===== src/rtl/alarm_ringer.sv =====
// rtl/alarm_ringer.sv - alarm responder: beep pattern, stop/snooze/timeout, alarm_clear handshake
// Optional passive-buzzer tone generator enabled by defining ALARM_TONE_EN.
module alarm_ringer #(
    parameter int CLK_HZ         = 1000,
    parameter int BEEP_ON_TICKS  = 300,
    parameter int BEEP_OFF_TICKS = 200,
    parameter int RING_TIMEOUT_S = 60,
    parameter int SNOOZE_S       = 300,
    parameter int MAX_SNOOZE     = 3,
    parameter int TONE_DIV       = 2
) (
    input  logic       newclk,
    input  logic       rst,
    input  logic       alarm_do,
    input  logic       stop,
    input  logic       snooze,
    output logic       buzzer,
    output logic       ring_led,
    output logic       ringing,
    output logic       snoozed,
    output logic       alarm_clear,
    output logic [1:0] snooze_cnt
);

    localparam logic [1:0] S_IDLE   = 2'd0;
    localparam logic [1:0] S_RING   = 2'd1;
    localparam logic [1:0] S_SNOOZE = 2'd2;
    localparam logic [1:0] S_ACK    = 2'd3;

    localparam int TICK_W = $clog2(CLK_HZ + 1);
    localparam int BEEP_W = $clog2(BEEP_ON_TICKS + BEEP_OFF_TICKS + 1);
    localparam int RSEC_W = $clog2(RING_TIMEOUT_S + 1);
    localparam int SSEC_W = $clog2(SNOOZE_S + 1);

    localparam logic [TICK_W-1:0] TICK_LAST = TICK_W'(CLK_HZ - 1);
    localparam logic [BEEP_W-1:0] BEEP_LAST = BEEP_W'(BEEP_ON_TICKS + BEEP_OFF_TICKS - 1);
    localparam logic [BEEP_W-1:0] BEEP_ON   = BEEP_W'(BEEP_ON_TICKS);
    localparam logic [RSEC_W-1:0] RSEC_LAST = RSEC_W'(RING_TIMEOUT_S - 1);
    localparam logic [RSEC_W-1:0] RSEC_MAX  = RSEC_W'(RING_TIMEOUT_S);
    localparam logic [SSEC_W-1:0] SSEC_LAST = SSEC_W'(SNOOZE_S - 1);
    localparam logic [SSEC_W-1:0] SSEC_MAX  = SSEC_W'(SNOOZE_S);
    localparam logic [1:0]        SNZ_MAX   = 2'(MAX_SNOOZE);

    logic [1:0]        state;
    logic [1:0]        next_state;
    logic              stop_d;
    logic              snooze_d;
    logic              alarm_do_d;
    logic              edge_valid;
    logic [TICK_W-1:0] tick;
    logic [BEEP_W-1:0] beep_cnt;
    logic [RSEC_W-1:0] ring_sec;
    logic [SSEC_W-1:0] snz_sec;
    logic              snooze_take;
    logic              tone_gate;

    // edge_valid masks the first cycle after reset so a level that is already high is not a rise
    wire stop_rise   = edge_valid & stop & ~stop_d;
    wire snooze_rise = edge_valid & snooze & ~snooze_d;
    wire alarm_rise  = edge_valid & alarm_do & ~alarm_do_d;
    wire sec_pulse   = (tick == TICK_LAST);
    wire ring_done   = sec_pulse && (ring_sec >= RSEC_LAST);
    wire snz_done    = sec_pulse && (snz_sec >= SSEC_LAST);
    wire entering    = (next_state != state);
    wire on_phase    = (state == S_RING) && (beep_cnt < BEEP_ON);

    always_comb begin
        next_state  = state;
        snooze_take = 1'b0;
        case (state)
            S_IDLE: begin
                if (alarm_rise) next_state = S_RING;
            end
            S_RING: begin
                if (stop_rise) begin
                    next_state = S_ACK;
                end else if (snooze_rise && (snooze_cnt < SNZ_MAX)) begin
                    next_state  = S_SNOOZE;
                    snooze_take = 1'b1;
                end else if (ring_done) begin
                    next_state = S_ACK;
                end
            end
            S_SNOOZE: begin
                if (stop_rise)     next_state = S_ACK;
                else if (snz_done) next_state = S_RING;
            end
            default: begin
                if (!alarm_do) next_state = S_IDLE;
            end
        endcase
    end

    always_ff @(posedge newclk or posedge rst) begin
        if (rst) begin
            state      <= S_IDLE;
            stop_d     <= 1'b0;
            snooze_d   <= 1'b0;
            alarm_do_d <= 1'b0;
            edge_valid <= 1'b0;
            tick       <= '0;
            beep_cnt   <= '0;
            ring_sec   <= '0;
            snz_sec    <= '0;
            snooze_cnt <= 2'd0;
        end else begin
            state      <= next_state;
            stop_d     <= stop;
            snooze_d   <= snooze;
            alarm_do_d <= alarm_do;
            edge_valid <= 1'b1;

            if (entering || sec_pulse) tick <= '0;
            else                       tick <= tick + TICK_W'(1);

            if (entering || (state != S_RING) || (beep_cnt == BEEP_LAST)) beep_cnt <= '0;
            else                                                          beep_cnt <= beep_cnt + BEEP_W'(1);

            if (entering)
                ring_sec <= '0;
            else if ((state == S_RING) && sec_pulse && (ring_sec != RSEC_MAX))
                ring_sec <= ring_sec + RSEC_W'(1);

            if (entering)
                snz_sec <= '0;
            else if ((state == S_SNOOZE) && sec_pulse && (snz_sec != SSEC_MAX))
                snz_sec <= snz_sec + SSEC_W'(1);

            if ((state == S_ACK) && !alarm_do) snooze_cnt <= 2'd0;
            else if (snooze_take)              snooze_cnt <= snooze_cnt + 2'd1;
        end
    end

`ifdef ALARM_TONE_EN
    localparam int TONE_W = $clog2(TONE_DIV + 1);
    localparam logic [TONE_W-1:0] TONE_LAST = TONE_W'(TONE_DIV - 1);

    logic [TONE_W-1:0] tone_cnt;
    logic              tone_lvl;

    // realigned high at every beep start so each on-phase begins with the tone high
    always_ff @(posedge newclk or posedge rst) begin
        if (rst) begin
            tone_cnt <= '0;
            tone_lvl <= 1'b0;
        end else if (entering || (state != S_RING) || (beep_cnt == BEEP_LAST)) begin
            tone_cnt <= '0;
            tone_lvl <= 1'b1;
        end else if (tone_cnt == TONE_LAST) begin
            tone_cnt <= '0;
            tone_lvl <= ~tone_lvl;
        end else begin
            tone_cnt <= tone_cnt + TONE_W'(1);
        end
    end

    assign tone_gate = tone_lvl;
`else
    // active buzzer: steady drive for the whole on-phase
    assign tone_gate = (TONE_DIV > 0);
`endif

    always_ff @(posedge newclk or posedge rst) begin
        if (rst) begin
            buzzer      <= 1'b0;
            ring_led    <= 1'b0;
            ringing     <= 1'b0;
            snoozed     <= 1'b0;
            alarm_clear <= 1'b0;
        end else begin
            buzzer      <= on_phase && tone_gate;
            ring_led    <= on_phase;
            ringing     <= (state == S_RING);
            snoozed     <= (state == S_SNOOZE);
            alarm_clear <= (state == S_ACK) || ((state == S_SNOOZE) && alarm_do);
        end
    end

endmodule


===== config.mk =====
export PLATFORM = sky130hd
export DESIGN_NAME = alarm_ringer
export DESIGN_NICKNAME = d
export VERILOG_FILES = /design/src/rtl/alarm_ringer.sv
export SDC_FILE = /design/constraint.sdc
export NUM_CORES = 1
export LEC_CHECK = 0
export CAP_MARGIN = 20
export CELL_PAD_IN_SITES_DETAIL_PLACEMENT = 1
export CELL_PAD_IN_SITES_GLOBAL_PLACEMENT = 2
export CORE_AREA = 10 10 100 102
export DETAILED_ROUTE_END_ITERATION = 7
export DIE_AREA = 0 0 110 112
export PLACE_DENSITY = 0.63
export SYNTH_ARGS = -nofsm -noshare
export SYNTH_HDL_FRONTEND = slang
export SYNTH_SLANG_ARGS = --single-unit

===== constraint.sdc =====
create_clock -name newclk -period 2 [get_ports newclk]
set_input_delay 0.2 -clock newclk [delete_from_list [all_inputs] [get_ports newclk]]
set_output_delay 0.2 -clock newclk [all_outputs]
set_load 0.02 [all_outputs]

; ---- Yosys cells after proc, flatten, opt, wreduce, memory -nomap -nowiden
; Index checks and enable logic that the tools add are counted.
[totals]
ff_bits = 46
word_cells = 79
output_inout_bits = 7
in_bits = 5
[op_classes]
n_reduce_logical = 19
n_bitwise = 9
n_lt_le_gt_ge = 4
eq_ne = 9
mux = 19
n_addsub = 5
[op_table]
columns = cell, count
row1 = 9-bit 2-to-1 mux, 3
row2 = 9-bit by 1-bit adder with 9-bit output (second input constant), 2
row3 = 2-bit 2-to-1 mux, 9
row4 = 6-bit 2-to-1 mux, 2
row5 = 10-bit by 1-bit adder with 10-bit output (second input constant), 1
row6 = 10-bit equality test (second input constant), 1
row7 = 1-bit logical AND, 10
row8 = 10-bit 2-to-1 mux, 1
row9 = 9-bit equality test (second input constant), 1
row10 = 9-bit greater-or-equal comparator (second input constant), 1
row11 = 9-bit less-than comparator (second input constant), 1
row12 = 9-bit != test (second input constant), 1
row13 = 6-bit by 1-bit adder with 6-bit output (second input constant), 1
row14 = 1-bit bitwise AND, 6
row15 = 6-bit greater-or-equal comparator (second input constant), 1
row16 = 6-bit != test (second input constant), 1
row17 = 2-bit case mux with 3 select lines, 1
row18 = 2-bit nonzero test, 3
row19 = 2-bit equality test (second input constant), 2
row20 = 1-bit logical OR, 4
row21 = 1-bit 2-to-1 mux, 3
row22 = 1-bit inverter, 3
row23 = 2-bit by 1-bit adder with 2-bit output (second input constant), 1
row24 = 2-bit by 1-bit equality test with 1-bit output (second input constant), 1
row25 = other kinds (5), 5

; ---- Longest topological paths before layout
; Gate-level depths: netlist (run 1).
[logic_depth]
word_depth = 10
mapped_depth = 7
mapped_depth_nobuf = 7

; ---- Worst setup path before layout (run 1)
; OpenSTA, ideal clock, no wires.
[synth_timing]
path_kind = register to register
startpoint = register snooze_cnt[0]
endpoint = register tick[6]
slack_ns = -0.098
arrival_ns = 1.962
required_ns = 1.864
setup_time_ns = 0.136
path_stages_with_launch = 7
period_less_slack_ns = 2.098
path_buffers = 1
cell_sequence = dfrtp_1 > ha_1 > nor4bb_1 > a31oi_1 > a221oi_4 > buf_4 > nor3_1
[synth_between]
elab_chain_cells = 8
[synth_rtl]
columns = item, line
row1 = start: declaration, 22  ; output logic [1:0] snooze_cnt
row2 = start signal: assignment, 130  ; else if (snooze_take) snooze_cnt <= snooze_cnt + 2'd1;
row3 = 2-bit less-than comparator, 77  ; end else if (snooze_rise && (snooze_cnt < SNZ_MAX)) begin
row4 = 1-bit logical AND, 77
row5 = 2-bit 2-to-1 mux, 77
row6 = 2-bit 2-to-1 mux, 75  ; if (stop_rise) begin
row7 = 2-bit case mux with 3 select lines, 70  ; case (state)
row8 = 2-bit != test, 64  ; wire entering = (next_state != state);
row9 = 1-bit logical OR, 113  ; if (entering || sec_pulse) tick <= '0;
row10 = 10-bit 2-to-1 mux, 113
row11 = end signal: assignment, 114  ; else tick <= tick + TICK_W'(1);
row12 = end: declaration, 50  ; logic [TICK_W-1:0] tick;
; Every way passes these cells.
; A chain may end at the register's enable or synchronous reset.

; ---- Final worst setup path (run 1)
[layout_timing]
startpoint = register snooze_cnt[0]
endpoint = register snz_sec[7]
[layout_between]
elab_chain_cells = 7
word_cells_on_any_way = 8
classes_between = 1 x order compare / 1 x eq/ne / 4 x mux / 2 x reduce/logical
[layout_rtl]
columns = item, line
row1 = 2-bit less-than comparator (*), 77
row2 = 1-bit logical AND (*), 77
row3 = 2-bit 2-to-1 mux (*), 77
row4 = 2-bit 2-to-1 mux (*), 75
row5 = 2-bit case mux with 3 select lines (*), 70
row6 = 2-bit != test (*), 64
row7 = 9-bit 2-to-1 mux or 2-bit nonzero test (tied branches), n/a
row8 = end signal: assignment, 127  ; snz_sec <= snz_sec + SSEC_W'(1);
row9 = end: declaration, 53  ; logic [SSEC_W-1:0] snz_sec;
; Mark *: on every way between the ends. The rest lies on a longest branch, timed or not.

==> results of run 1 <==
==> final cells by class <==
cell class / count / area [um^2]
fillers: 947 / 5090
multi-input cells: 177 / 1180
flip-flops and latches: 46 / 1150
repair buffers: 41 / 383
well taps: 105 / 131
clock buffers: 5 / 68.8
inverters: 9 / 33.8
clock inverters: 2 / 10.0
==> cell usage in the layout (no fill, tap or decap), types with 2 or more instances in the layout <==
master / instances
a21oi_1: 9
nand4_1: 8
inv_1: 8
nand2b_1: 5
buf_6: 2
ha_1: 6
nor3_1: 6
clkdlybuf4s50_1: 11
nor2_1: 36
clkinv_2: 2
buf_4: 24
o21ai_0: 7
and2_1: 4
buf_12: 2
a211oi_1: 2
and4_1: 3
nand3_1: 14
clkbuf_8: 5
nand2_1: 17
nand4b_1: 2
xnor2_1: 7
and3_1: 8
xor2_1: 17
dfrtp_1: 46
==> kinds of logic after synthesis <==
kind of cell,after synthesis,synth area share (%)
compound gates,31,9.35
xor+xnor,24,8.93
fa+ha+maj,7,3.72
buf+inv,14,2.71
flops,46,48.9
other cells,1,0.159
simple gates,114,26.2
==> sequential cells by signal, indices dropped and copies added (netlist names), 2 cells and up <==
signal and cells:
snooze_cnt 2, state 2, tick 10, snz_sec 9, ring_sec 6, beep_cnt 9
==> path summary, 6_finish.rpt <==
| check | end | slack (ns) | depth (start not counted) |
|---|---|---|---|
| worst max-delay path | snz_sec[7] | -0.001 | 8 |
| worst min-delay path | tick[7] | 0.26 | 3 |
| worst max register to register | snz_sec[7] | -0.001 | 8 |
| worst min register to register | ring_led | 0.50 | 1 |
| max in group asynchronous | snz_sec[8] | 1.51 | 3 |
| min in group newclk | snooze_d | 0.38 | 1 |
==> critical path, stage by stage, from the launching register on <==
cell and delay [ns]:
dfrtp_1 0.39, ha_2 0.20, nor4bb_4 0.39, buf_4 0.19, a31oi_4 0.11, a221oi_4 0.26, buf_4 0.18, clkbuf_16 0.14
nor2_1 0.04
==> through the flow <==
stage               power [mW]  TNS (ns)
finish                    3.05  -0.00218
global route              3.29     -2.60
CTS                       2.88         0
detailed placement        2.31    -0.450
global placement          2.30    -0.119
floorplan                 1.81         0
==> repair_timing <==
item	CTS	global route
resized for setup	0	7
hold endpoints to repair	0	0
endpoints found under the setup margin	0	33
buffers inserted	0	7
==> layer usage <==
metal	vias to the layer above	part of all wire (%)	GRT usage (%)
li1	908	-	-
met1	931	47	11.8
met2	15	49	14.5
met3	7	3.0	2.13
met4	0	1.2	3.13
met5	-	0	0
==> power groups by stage <==
stage | sequential, mW | clock (mW) | combinational [mW]
final | 1.17 | 0.548 | 1.33
after global routing | 1.20 | 0.618 | 1.48
after CTS | 1.17 | 0.582 | 1.13
after detailed placement | 1.19 | 0 | 1.13
after global placement | 1.19 | 0 | 1.11
after floorplan | 1.24 | 0 | 0.561
==> out/metrics.cfg, run 1 <==
[global_routing]
grt_max_degree = 47
overflow = 0
grt_pass1_vias = 1898
grt_first_pass_wirelength_mm = 9.25
grtUsageTotal_pct = 9.14
grt_antenna_before_repair = 0

[cells_and_area]
syn_to_final_growth_pct = 25.8
final_core_util_pct = 36.8
stdcell_count = 385
finalInstanceArea_um2 = 2960
finalNetCount = 292
antenna_cells = 0
drive_gt1_share_pct = 17.9

[power_and_ir_drop]
ir_worst_vdd_v = 0.000409
p_switching_mw = 1.11
p_sw_share_pct = 36.2
comb_power_share_pct = 43.7
clock_power_share_pct = 17.9
power_leakage_nw = 1.34
p_int_mw = 1.95
power_frac_seq_pct = 38.4
power_density_nw_per_um2 = 1030

[run_status]
outcome = complete, but fails checks
failed_checks = negative setup slack

[placed_design]
pre_cts_slack_ns = -0.0695
dp.cells = 368
post_dp_cell_area_um2 = 2760
place_hpwl_mm = 3.71
port_buffers = 11
gp_congestion = 0.744

[worst_setup_path]
crit-reg2reg-launch = snooze_cnt[0]
critPathMaxFanout = 6
critical_path.startpoint = snooze_cnt[0]
crit_path_start_kind = flop
endpoint_kind = flop
required_ns = 2.19
worst-setup-path-type = reg -> reg
worstPathArrival_ns = 2.19

[die]
initial_core_util_pct = 29.2
die_w_um = 110
core-area_um2 = 8050
io-pin-count = 12
fp.dieArea_um2 = 12300
fp-row-count = 33
die_h_um = 112

[sta]
hold_viol = 0
skew_ns = 0.0122
min_period_over_period_pct = 100
period_needed_ns = 2.00
holdWs_ns = 0.257
layout_setup_ws_ns = -0.00126
slew_violations = 0
setup_viol = 3
slew_headroom_pct = 63.6
worst_slew_pin_slew_ns = 0.544
fmax_mhz = 500
rsz0062_at_grt = yes

[worst_hold_path]
hold_path_class = in -> async

[drt]
drt_iter0_drc = 34
via_per_inst = 4.83
first_pass_iters = 4
wl_mm = 5.47
drc = 0
num_vias = 1861
antenna_left = 0
wl_per_cell_um = 14.2

[flow_run]
cap_violations = 0

[synth]
synth_nets = 249
ys_seq_elements = 46
synthTopCellsByCount = dfrtp_1 (46), nor2_1 (36), nand2_1 (17), xor2_1 (17), nand3_1 (14)
ys_types = 42
synth-edff-count = 0
yosysTopAreaCellShare_pct = 48.9
syn_inst = 237
yosysSeqAreaShare_pct = 48.9
synth.area.top_cells = dfrtp_1 (49%), xor2_1 (6.3%), nor2_1 (5.7%)
synth.largest_area_cell = dfrtp_1
syn_avg_cell_area_um2 = 9.94
netlist_area_um2 = 2350
ys_warn_count = 0
async_flop_share_pct = 100
synthFlopType = dfrtp_1
synthMostInstantiatedCell = dfrtp_1

[cts]
cts_tree = done
cts_max_level = 2
cts_buffers = 5
clkTransAtPathRegs_ns = 0.09
clk_path_buf_depth = 2
clk_latency_ns = 0.30
ctsHoldBuffers = 0
root_buffer = clkbuf_8
cts.sinks = 46

Power figures use the tool's default switching activity.
==> inputs of run 2 (changes only) <==
RECOVER_POWER = 25   (was unset)
==> run 2 against run 1 <==
The run still ends with negative setup slack left. Critical endpoint unchanged. Register-to-register slack barely moved. Largest cell class unchanged. Utilization fell by 0.19 points. Clock skew barely moved. Worst hold slack improved by 0.22 ns.
==> out/metrics.cfg, run 2 (synthesized netlist as in run 1, its figures left out) <==
[run_status]
outcome = complete, but fails checks
failed_checks = negative setup slack

[cells_and_area]
largest_register_ff_count = 10  ; unchanged
antenna_cells = 0  ; unchanged
layout_common_cells = dfrtp_1 (46), nor2_1 (36), buf_4 (24)
final_common_cell = dfrtp_1
num-fill-cells = 949  ; +0.21%
drive_gt1_share_pct = 17.5  ; -0.36 points
finalNetCount = 292  ; unchanged
syn_to_final_growth_pct = 25.1
regMostFlops = tick
final_core_util_pct = 36.6  ; -0.19 points
largest_registers = tick x10, beep_cnt x9, snz_sec x9

[die]
core-area_um2 = 8050  ; unchanged
fp.dieArea_um2 = 12300  ; unchanged
die_w_um = 110  ; unchanged
die_h_um = 112  ; unchanged
fp-row-count = 33  ; unchanged
initial_core_util_pct = 29.2  ; unchanged
io-pin-count = 12  ; unchanged

[worst_setup_path]
worst-setup-path-type = reg -> reg
rr_worst_depth = 8  ; unchanged
required_ns = 2.19  ; about the same
slowest_delay_ns = 0.39  ; about the same
crit_path_start_kind = flop
critPathMaxFanout = 6  ; unchanged
cp_num_buf_inv = 3  ; unchanged
r2r_end = snz_sec[7]
critical_path.top_delay_family = buffers and inverters
cpMaxStageDelayCell = dfrtp_1
crit-reg2reg-launch = snooze_cnt[0]
endpoint_kind = flop
cp_common_cell = buf_4
rrSetupSlack_ns = -0.002  ; about the same
worstPathArrival_ns = 2.19  ; about the same
crit_chain = ha_2 > nor4bb_4 > buf_4 > a31oi_4 > a221oi_4 > buf_4 > clkbuf_16 > nor2_1

[global_routing]
overflow = 0  ; unchanged
grt_max_degree = 47  ; unchanged
grtUsageTotal_pct = 9.14  ; unchanged
grt_antenna_before_repair = 0  ; unchanged
grt_pass1_vias = 1898  ; unchanged
grt_first_pass_wirelength_mm = 9.25  ; unchanged

[cts]
clkTransAtPathRegs_ns = 0.08  ; about the same
ctsHoldBuffers = 0  ; unchanged
clk_latency_ns = 0.30  ; about the same
cts_tree = done
root_buffer = clkbuf_8
cts.sinks = 46  ; unchanged
clk_path_buf_depth = 2  ; unchanged
cts_buffers = 5  ; unchanged
cts_max_level = 2  ; unchanged

[sta]
slew_headroom_pct = 21.7  ; -42 points
fmax_mhz = 500  ; about the same
hold_viol = 0  ; unchanged
layout_setup_ws_ns = -0.00167  ; -0.000412 ns
setup_viol = 2  ; -1
slew_violations = 0  ; unchanged
min_period_over_period_pct = 100  ; about the same
period_needed_ns = 2.00  ; +0.000412 ns
skew_ns = 0.0123  ; +0.0000975 ns
rsz0062_at_grt = yes
worst_slew_pin_slew_ns = 1.17  ; +0.630 ns

[worst_hold_path]
hold_depth = 1
hold_path_class = in -> reg
hold_end = alarm_do_d
worstHoldStart = alarm_do

[placed_design]
port_buffers = 11  ; unchanged
pre_cts_slack_ns = -0.0695  ; unchanged
place_hpwl_mm = 3.71  ; unchanged
gp_congestion = 0.744  ; unchanged

[drt]
num_vias = 1867  ; +0.32%
wl_per_cell_um = 14.2  ; -0.15%
wl_met1_mm = 2.51  ; -1.5%
drt_iter0_drc = 50  ; +47%
via_per_inst = 4.85  ; +0.32%
wl_mm = 5.46  ; -0.15%
drc = 0  ; unchanged
met2_length_mm = 2.72  ; +1.2%
antenna_left = 0  ; unchanged
route.met3.wl_um = 164  ; unchanged
dr.max_layer_used = met4
first_pass_iters = 4  ; unchanged

[power_and_ir_drop]
ir_worst_vdd_v = 0.000410  ; about the same
power_leakage_nw = 1.34  ; -0.53%
power_density_nw_per_um2 = 1030  ; +0.33%

[flow_run]
cap_violations = 0  ; unchanged

==> run 2: cell type report <==
type	instances	area (um^2)	area share [%]
clock buffers	5	68.8	2.34
well taps	105	131	4.46
clock inverters	2	10.0	0.340
inverters	9	33.8	1.15
multi-input cells	177	1180	40.2
repair buffers	41	368	12.5
flip-flops and latches	46	1150	39.1
==> run 2: stage by stage <==
stage               total power [mW]  TNS (ns)  area (um^2)  std cells  hold WS [ns]
floorplan                       1.81         0         2370        237         0.231
global placement                2.30    -0.119         2760        368         0.485
detailed placement              2.31    -0.450         2760        368         0.488
CTS                             2.88         0         2840        375         0.269
global route                    3.29     -2.66         2950        385         0.493
finish                          3.05  -0.00286         2950        385         0.474
==> run 2: worst max-delay path by stage <==
stage             startpoint           to  slack (ns)  cells after the start
2_1_floorplan  snooze_cnt[0]      tick[6]        0.01                      7
3_3_place_gp            stop  beep_cnt[6]       -0.02                      8
3_5_place_dp            stop  beep_cnt[8]       -0.07                      8
4_1_cts        snooze_cnt[0]   snz_sec[2]       0.002                      6
5_1_grt        snooze_cnt[0]   snz_sec[1]       -0.13                      8
6_report       snooze_cnt[0]   snz_sec[7]      -0.002                      8
==> run 2: report_power, final <==
| group | internal (mW) | switching (mW) |
|---|---|---|
| clock network | 0.235 | 0.312 |
| logic | 0.652 | 0.677 |
| registers | 1.06 | 0.116 |
| total | 1.94 | 1.10 |
==> run 2: routing by layer <==
layer	up-vias	global-route usage [%]
li1	908	-
met1	937	11.8
met2	15	14.5
met3	7	2.13
met4	0	3.13
met5	-	0
==> run 2: repair_timing <==
item / CTS / global route
endpoints found under the setup margin: 0 / 33
buffers inserted: 0 / 7
endpoints found under the hold margin: 0 / 0
gates resized for setup: 0 / 7
==> inputs of run 3 (changes only) <==
CORE_AREA = 10 10 94 96   (was 10 10 100 102)
DIE_AREA = 0 0 104 106   (was 0 0 110 112)
PLACE_DENSITY = 0.71   (was 0.63)
==> run 3 against run 2 <==
Total power shrank 6.6%. Die area fell by 11%. First-iteration DRC count is 32% lower. Critical endpoint is now snz_sec[2]. Clock-buffer cell count is 2 higher. Highest routed layer unchanged. The run now ends clean. Wire length decreased by 7.7%. Worst hold slack got worse by 0.036 ns. Combinational power fell by 17%. Largest power group is now registers. Clock power rose by 6.8%. Register-to-register slack better by 0.11 ns.
==> out/metrics.cfg, run 3 (synthesized netlist as in run 1, its figures left out) <==
[run_status]
outcome = completed

[cells_and_area]
final_common_cell = dfrtp_1
drive_gt1_share_pct = 14.4  ; -3.1 points
antenna_cells = 0  ; unchanged
final_core_util_pct = 40.5  ; +3.9 points
syn_to_final_growth_pct = 21.5
layout_common_cells = dfrtp_1 (46), nor2_1 (36), nand2_1 (17), xor2_1 (17), buf_4 (17)
largest_register_ff_count = 10  ; unchanged
regMostFlops = tick
largest_registers = tick x10, beep_cnt x9, snz_sec x9
finalNetCount = 282  ; -3.4%

[sta]
min_period_over_period_pct = 94.5  ; -5.6 points
setup_viol = 0  ; -2
slew_headroom_pct = 55.9  ; +34 points
finalSetupTns_ns = 0  ; +0.00286 ns
fmax_mhz = 529  ; +5.9%
rsz0062_at_grt = yes
period_needed_ns = 1.89  ; -0.112 ns
slew_violations = 0  ; unchanged
hold_viol = 0  ; unchanged
skew_ns = 0.00452  ; -0.00776 ns
holdWs_ns = 0.438  ; -0.0361 ns
worst_slew_pin_slew_ns = 0.661  ; -0.513 ns

[drt]
via_per_inst = 4.90  ; +0.99%
wl_mm = 5.04  ; -7.7%
num_vias = 1812  ; -2.9%
drc = 0  ; unchanged
antenna_left = 0  ; unchanged
wl_per_cell_um = 13.6  ; -3.9%
drt_iter0_drc = 34  ; -32%
first_pass_iters = 4  ; unchanged

[power_and_ir_drop]
p_int_mw = 1.83  ; -5.9%
p_sw_share_pct = 35.8  ; -0.48 points
clock_power_share_pct = 20.5  ; +2.5 points
power_density_nw_per_um2 = 995  ; -3.8%
p_switching_mw = 1.02  ; -7.8%
ir_worst_vdd_v = 0.000462  ; +13%
power_leakage_nw = 1.29  ; -3.2%
power_frac_seq_pct = 41.0  ; +2.6 points
comb_power_share_pct = 38.5  ; -5.1 points

[worst_setup_path]
worst-setup-path-type = reg -> reg
worstPathArrival_ns = 2.07  ; -0.12 ns
rr_worst_depth = 7  ; -1
endpoint_kind = flop
required_ns = 2.18  ; about the same
crit_path_start_kind = flop
critPathMaxFanout = 24  ; +18

[global_routing]
grt_pass1_vias = 1934  ; +1.9%
grt_antenna_before_repair = 0  ; unchanged
overflow = 0  ; unchanged
grt_max_degree = 32  ; -32%
grt_first_pass_wirelength_mm = 9.11  ; -1.6%
grtUsageTotal_pct = 9.75  ; +0.61 points

[die]
die_w_um = 104  ; -5.5%
fp.dieArea_um2 = 11000  ; -11%
core-area_um2 = 7060  ; -12%
die_h_um = 106  ; -5.4%
initial_core_util_pct = 33.4  ; +4.1 points
io-pin-count = 12  ; unchanged
fp-row-count = 31  ; -6.1%

[cts]
root_buffer = clkbuf_8
clkTransAtPathRegs_ns = 0.08  ; about the same
clk_latency_ns = 0.29  ; about the same
clk_path_buf_depth = 2  ; unchanged
cts_buffers = 5  ; unchanged
cts.sinks = 46  ; unchanged
cts_max_level = 2  ; unchanged
cts_tree = done

[worst_hold_path]
hold_path_class = in -> async

[placed_design]
gp_congestion = 0.711  ; -4.5%
port_buffers = 11  ; unchanged
place_hpwl_mm = 3.71  ; about the same

[flow_run]
cap_violations = 0  ; unchanged

run 3: routing by layer:
layer | GRT usage [%] | vias to the layer above | part of all wire [%]
li1 | - | 895 | -
met1 | 11.8 | 902 | 47
met2 | 16.9 | 13 | 50
met3 | 2.17 | 2 | 2.1
met4 | 2.98 | 0 | 0.83
met5 | 0 | - | 0
run 3: cell type report:
type | count | area (um^2)
fillers | 825 | 4200
multi-input cells | 177 | 1170
flip-flops and latches | 46 | 1150
repair buffers | 31 | 289
well taps | 99 | 124
clock buffers | 7 | 86.3
inverters | 9 | 33.8
clock inverters | 1 | 5.00
run 3: power by group through the flow:
stage               Combinational (mW)  Sequential, mW  Clock [mW]
global placement                  1.09            1.18           0
detailed placement                1.11            1.19           0
finish                            1.10            1.17       0.585
floorplan                        0.561            1.24           0
global route                      1.23            1.20       0.665
CTS                               1.12            1.17       0.625
run 3: path summary, 6_finish.rpt:
path / start / endpoint / slack [ns]
max: snooze_cnt[0] / snz_sec[2] / 0.11
min: rst / state[0] / 0.44
max reg2reg: snooze_cnt[0] / snz_sec[2] / 0.11
min reg2reg: beep_cnt[0] / beep_cnt[0] / 0.49
max in group asynchronous: rst / beep_cnt[2] / 0.97
min in group newclk: beep_cnt[0] / beep_cnt[0] / 0.49
run 3: metrics by stage:
stage / power [mW] / worst slack [ns] / cells / instance area [um^2]
after floorplan: 1.81 / 0.0136 / 237 / 2370
after global placement: 2.28 / -0.0138 / 362 / 2750
after detailed placement: 2.30 / -0.0594 / 362 / 2750
after CTS: 2.91 / 0.0569 / 370 / 2840
after global routing: 3.09 / -0.0116 / 370 / 2860
final: 2.85 / 0.111 / 370 / 2860
run 3: what timing repair did:
| item | CTS | global route |
|---|---|---|
| setup endpoints to repair | 0 | 33 |
| endpoints found under the hold margin | 0 | 0 |
| hold buffers | 0 | 0 |
| resized for setup | 0 | 5 |
| setup buffers | 0 | 0 |
run 3: critical path, stage by stage (launching register included):
cell      delay, ns
dfrtp_1        0.39
ha_2           0.20
nor4bb_4       0.37
o311a_1        0.22
a21oi_2        0.05
a221oi_4       0.26
buf_12         0.21
nor3_1         0.07
